==> config.mk <==
export PLATFORM = sky130hd
export DESIGN_NAME = rs_ff_bank
export DESIGN_NICKNAME = d
export VERILOG_FILES = /design/src/rtl/rs_ff_pkg.sv /design/src/rtl/rs_ff_cell.sv /design/src/rtl/rs_ff_bank.sv
export SDC_FILE = /design/constraint.sdc
export NUM_CORES = 1
export LEC_CHECK = 0
export ABC_AREA = 1
export BUFFER_PORTS_ARGS = -buffer_cell sky130_fd_sc_hd__buf_2
export CORE_MARGIN = 2
export CORE_UTILIZATION = 38
export DETAILED_ROUTE_END_ITERATION = 12
export GPL_TIMING_DRIVEN = 0
export SETUP_SLACK_MARGIN = 0.1
export SYNTH_ARGS = -nofsm -noshare
export SYNTH_HDL_FRONTEND = slang
export SYNTH_SLANG_ARGS = --single-unit
==> constraint.sdc <==
create_clock -name clk -period 1.9 [get_ports clk]
set_input_delay 0.475 -clock clk [delete_from_list [all_inputs] [get_ports clk]]
set_output_delay 0.475 -clock clk [all_outputs]
set_load 0.05 [all_outputs]
==> src/rtl/rs_ff_pkg.sv <==
// rs_ff_pkg
// Shared encodings for the rs_ff_bank slice:
//   mode_e       - per-bank operating mode (SR / JK / D / T)
//   inv_policy_e - SR-mode response when S and R are both high
package rs_ff_pkg;

  typedef enum logic [1:0] {
    MODE_SR = 2'b00,
    MODE_JK = 2'b01,
    MODE_D  = 2'b10,
    MODE_T  = 2'b11
  } mode_e;

  typedef enum logic [1:0] {
    INV_HOLD = 2'd0,
    INV_SET  = 2'd1,
    INV_RST  = 2'd2,
    INV_TGL  = 2'd3
  } inv_policy_e;

endpackage

==> src/rtl/rs_ff_cell.sv <==
// rs_ff_cell
// One flip-flop channel: next-state selection for SR/JK/D/T and the state
// register itself.
// Ports:
//   clk     - clock, rising edge
//   rst     - asynchronous active-high reset, loads RESET_BIT
//   en_i    - clock enable, holds state when low
//   mode_i  - operating mode (rs_ff_pkg::mode_e encoding)
//   s_i     - S / J / D / T input
//   r_i     - R / K input (unused in D and T modes)
//   q_o     - registered state
import rs_ff_pkg::*;

module rs_ff_cell #(
  parameter logic       RESET_BIT  = 1'b0,
  parameter logic [1:0] INV_POLICY = INV_HOLD
) (
  input  logic       clk,
  input  logic       rst,
  input  logic       en_i,
  input  logic [1:0] mode_i,
  input  logic       s_i,
  input  logic       r_i,
  output logic       q_o
);

  logic q_q;
  logic q_d;
  logic inv_d;

  // Value taken by an SR cell when S=R=1; fixed per instance.
  always_comb begin
    inv_d = q_q;
    case (INV_POLICY)
      INV_HOLD: inv_d = q_q;
      INV_SET:  inv_d = 1'b1;
      INV_RST:  inv_d = 1'b0;
      default:  inv_d = ~q_q;
    endcase
  end

  always_comb begin
    q_d = q_q;
    if (en_i) begin
      case (mode_e'(mode_i))
        MODE_SR: begin
          case ({s_i, r_i})
            2'b10:   q_d = 1'b1;
            2'b01:   q_d = 1'b0;
            2'b11:   q_d = inv_d;
            default: q_d = q_q;
          endcase
        end
        MODE_JK: begin
          case ({s_i, r_i})
            2'b10:   q_d = 1'b1;
            2'b01:   q_d = 1'b0;
            2'b11:   q_d = ~q_q;
            default: q_d = q_q;
          endcase
        end
        MODE_D:  q_d = s_i;
        MODE_T:  q_d = q_q ^ s_i;
      endcase
    end
  end

  always_ff @(posedge clk or posedge rst) begin
    if (rst) begin
      q_q <= RESET_BIT;
    end else begin
      q_q <= q_d;
    end
  end

  assign q_o = q_q;

endmodule

==> src/rtl/rs_ff_bank.sv <==
// rs_ff_bank
// WIDTH independent flip-flop channels sharing one mode and enable, plus
// SR-mode invalid-combination tracking (sticky err and saturating inv_cnt).
// Ports:
//   clk      - clock, rising edge
//   rst      - asynchronous active-high reset
//   en       - clock enable for all channels
//   mode     - 00=SR 01=JK 10=D 11=T
//   s, r     - per-channel inputs
//   clr_err  - clears err and inv_cnt (a same-cycle invalid event wins)
//   q, qn    - registered state and its complement
//   err      - sticky invalid flag
//   inv_cnt  - saturating count of cycles with an invalid SR combination
import rs_ff_pkg::*;

module rs_ff_bank #(
  parameter int               WIDTH      = 8,
  parameter logic [WIDTH-1:0] RESET_VAL  = '0,
  parameter logic [1:0]       INV_POLICY = INV_HOLD,
  parameter int               CNT_W      = 8
) (
  input  logic             clk,
  input  logic             rst,
  input  logic             en,
  input  logic [1:0]       mode,
  input  logic [WIDTH-1:0] s,
  input  logic [WIDTH-1:0] r,
  input  logic             clr_err,
  output logic [WIDTH-1:0] q,
  output logic [WIDTH-1:0] qn,
  output logic             err,
  output logic [CNT_W-1:0] inv_cnt
);

  logic             inv_evt;
  logic             err_q;
  logic             err_d;
  logic [CNT_W-1:0] cnt_q;
  logic [CNT_W-1:0] cnt_d;

  for (genvar i = 0; i < WIDTH; i++) begin : g_cell
    rs_ff_cell #(
      .RESET_BIT  (RESET_VAL[i]),
      .INV_POLICY (INV_POLICY)
    ) u_cell (
      .clk    (clk),
      .rst    (rst),
      .en_i   (en),
      .mode_i (mode),
      .s_i    (s[i]),
      .r_i    (r[i]),
      .q_o    (q[i])
    );
  end

  // One event per cycle, however many channels see S=R=1.
  assign inv_evt = en && (mode_e'(mode) == MODE_SR) && (|(s & r));

  always_comb begin
    err_d = err_q;
    cnt_d = cnt_q;
    if (inv_evt) begin
      err_d = 1'b1;
      if (clr_err) begin
        // The clear empties the counter and the new event is counted on top.
        cnt_d = {{(CNT_W-1){1'b0}}, 1'b1};
      end else if (cnt_q != {CNT_W{1'b1}}) begin
        cnt_d = cnt_q + 1'b1;
      end
    end else if (clr_err) begin
      err_d = 1'b0;
      cnt_d = '0;
    end
  end

  always_ff @(posedge clk or posedge rst) begin
    if (rst) begin
      err_q <= 1'b0;
      cnt_q <= '0;
    end else begin
      err_q <= err_d;
      cnt_q <= cnt_d;
    end
  end

  assign qn      = ~q;
  assign err     = err_q;
  assign inv_cnt = cnt_q;

endmodule
==> flow_summary.json <==
{
  "path_class": "reg2out",
  "most_frequent_cells_in_the_layout": "59 x nand2_1, 46 x buf_2, 24 x inv_1, 21 x o21ai_0, 19 x nand3_1",
  "total_power_mw": 1.14,
  "maxCapViolCount": 0,
  "path_max_fanout": 4,
  "worstPathRequired_ns": 1.42,
  "diodes": 0,
  "switching_share_pct": 45.7,
  "cts-buffers-inserted": 3,
  "synth.net_count": 222,
  "drc_errors": 0,
  "synthesis.area_um2": 1330,
  "peakVddDrop_mv": 0.310,
  "port-buffer-count": 44,
  "post_cts.resized_instances": 0,
  "floorplan.die.height_um": 63.1,
  "cts_root_buffer": "clkbuf_4",
  "fp-row-count": 21,
  "wl_per_cell_um": 11.1,
  "timing.hold.worst.class": "in2async",
  "max_clock_skew_ns": 0.0111,
  "antenna_violating_nets_post_route": 0,
  "via_count_of_the_routed_design": 1400,
  "drt_first_iter_violations": 62,
  "clockBufferDepth": 2,
  "grt_antenna_before_repair": 0,
  "ys_warn_count": 0,
  "gpl.final_weighted_congestion": 0.824,
  "io_pins": 47,
  "clock_power_share_pct": 17.9,
  "final_tns_setup_ns": 0,
  "finalWorstSetupSlack_ns": 0.322,
  "final_layout_size_suffix_gt1_share_pct": 27.5,
  "clock_insertion_delay_worst_skew_ns": 0.29,
  "nets": 271,
  "grt.overflow.total": 0,
  "floorplan.initialDensity_pct": 39.7,
  "switching_power_mw": 0.523,
  "dpl_worst_slack_ns": 0.423,
  "cts.repair_timing.setup_buffer_count": 0,
  "run_status": "completed",
  "hold_violations": 0,
  "maxSlewHeadroom_pct": 55.0,
  "routed_via_density": 4.78,
  "cp_slowest_stage_delay_ns": 0.43,
  "post-route-period-util_pct": 83.0,
  "final_setup_violation_count": 0,
  "floorplan.die.width_um": 63.1,
  "timing_worst_slew_pin_value_ns": 0.674,
  "fmax_ghz": 0.634,
  "relative_area_change_from_synthesis_to_final_layout_pct": 22.9,
  "cts_htree_levels": 1,
  "crit_chain": "inv_1, buf_2",
  "synth_seq_area_share_pct": 32.1,
  "power.internal_mw": 0.621,
  "synth.ff_latch_count": 17,
  "pin_count_of_the_biggest_net_entering_global_routing": 18,
  "max_slew_violation_count": 0,
  "most_common_library_cell_in_the_layout_ignoring_fill_and_taps": "nand2_1",
  "crit_path_end_kind": "output pin",
  "startpoint_type": "flip-flop",
  "cts_hold_buf": 0,
  "dp_wirelength_mm": 2.50,
  "wirelength_mm": 3.24,
  "critical_path_data_arrival_time_ns": 1.10,
  "clkTransAtPathRegs_ns": 0.12,
  "p_per_area_nw_per_um2": 702,
  "post-route-min-period_ns": 1.58,
  "cts_tree": "yes",
  "pwr-share-comb_pct": 45.2,
  "cp_slowest_cell": "dfrtp_1",
  "rsz0062_at_grt": "false",
  "grt_pass1_vias": 1264,
  "syn-instance-count": 199,
  "detailedRoute.firstPassIterationCount": 4,
  "post_synth_num_cell_types": 23,
  "die-area_um2": 3980,
  "floorplan.core_area_um2": 3340,
  "clock-sinks": 17,
  "power.sequential.fraction_pct": 36.9,
  "power_leakage_nw": 0.899,
  "first_pass_grt_wire_length_mm": 5.74,
  "synth.avg_cell_area_um2": 6.66,
  "grt.total_usage_pct": 17.9
}
==> final timing paths <==
check | from | to | slack, ns | depth (start not counted)
hold / removal | rst | g_cell[7].u_cell.q_o | 0.26 | 2
setup / recovery | g_cell[2].u_cell.q_o | qn[2] | 0.32 | 2
setup reg to reg | inv_cnt[0] | inv_cnt[4] | 0.50 | 7
min in group clk | s[7] | g_cell[7].u_cell.q_o | 0.44 | 3
max in group asynchronous | rst | inv_cnt[3] | 1.20 | 2
hold reg to reg | err | err | 0.50 | 2
==> per-stage QoR <==
stage	std cells	instance area (µm²)	hold WS, ns	utilization [%]
global route	293	1630	0.310	48.8
global placement	289	1600	0.477	48.0
finish	293	1630	0.257	48.8
detailed placement	289	1600	0.466	48.0
CTS	293	1630	0.290	48.8
floorplan	199	1330	0.401	-
==> final cells by class <==
type,count,area [µm²]
Clock buffer,4,26.3
Multi-Input combinational cell,144,708
Tap cell,46,57.6
Inverter,26,103
Timing Repair Buffer,44,220
Sequential cell,17,425
Buffer,12,88.8
Fill cell,378,1710
==> synthesized netlist by cell type <==
| library cell | count | area share, % |
|---|---|---|
| o22ai_1 | 4 | 1.9 |
| nand2_1 | 59 | 17 |
| buf_6 | 1 | 0.85 |
| buf_4 | 9 | 5.1 |
| dfrtp_1 | 17 | 32 |
| ha_1 | 1 | 0.94 |
| nor3_1 | 1 | 0.38 |
| nand3_4 | 1 | 1.3 |
| nand3_2 | 1 | 0.76 |
| nand3b_1 | 1 | 0.57 |
| nor2_4 | 2 | 1.7 |
| a21oi_1 | 7 | 2.6 |
| nand2_4 | 2 | 1.7 |
| buf_2 | 2 | 0.76 |
| nand3_1 | 19 | 7.2 |
| clkinv_4 | 1 | 0.66 |
| o21ai_0 | 21 | 7.9 |
| nand2_2 | 1 | 0.47 |
| inv_2 | 1 | 0.28 |
| inv_1 | 24 | 6.8 |
| nor2_1 | 16 | 4.5 |
| o2111ai_1 | 2 | 1.3 |
| o211ai_1 | 6 | 3.4 |
==> per-layer routing <==
layer | vias up | global-route usage [%] | share of wire (%)
li1 | 743 | - | -
met1 | 622 | 26.1 | 50
met2 | 33 | 27.0 | 44
met3 | 2 | 2.50 | 4.5
met4 | 0 | 5.83 | 1.0
met5 | - | 0 | 0
==> power groups by stage <==
stage / Clock [mW] / Sequential [mW] / Combinational (mW)
5_1_grt: 0.230 / 0.429 / 0.560
3_5_place_dp: 0 / 0.429 / 0.519
2_1_floorplan: 0 / 0.435 / 0.395
6_report: 0.205 / 0.422 / 0.517
3_3_place_gp: 0 / 0.430 / 0.518
4_1_cts: 0.211 / 0.422 / 0.520
==> flip-flops by register name (all words and copies together) (netlist names) <==
signal and flops:
g_cell.u_cell.q_o 8, inv_cnt 8, err 1
==> critical path: cells and delay by family, from the launching register on <==
| family | cells | cell delay (ns) |
|---|---|---|
| buf+inv | 2 | 0.38 |
| flops | 1 | 0.43 |
==> kinds of logic (layout without fill, tap and decap cells) <==
kind of cell | after synthesis | in the layout | share of synthesized area (%)
flops | 17 | 17 | 32.1
buf+inv | 38 | 86 | 14.4
fa+ha+maj | 1 | 1 | 0.944
compound gates | 40 | 40 | 17.2
simple gates | 103 | 103 | 35.3
Power figures use the tool's default switching activity.
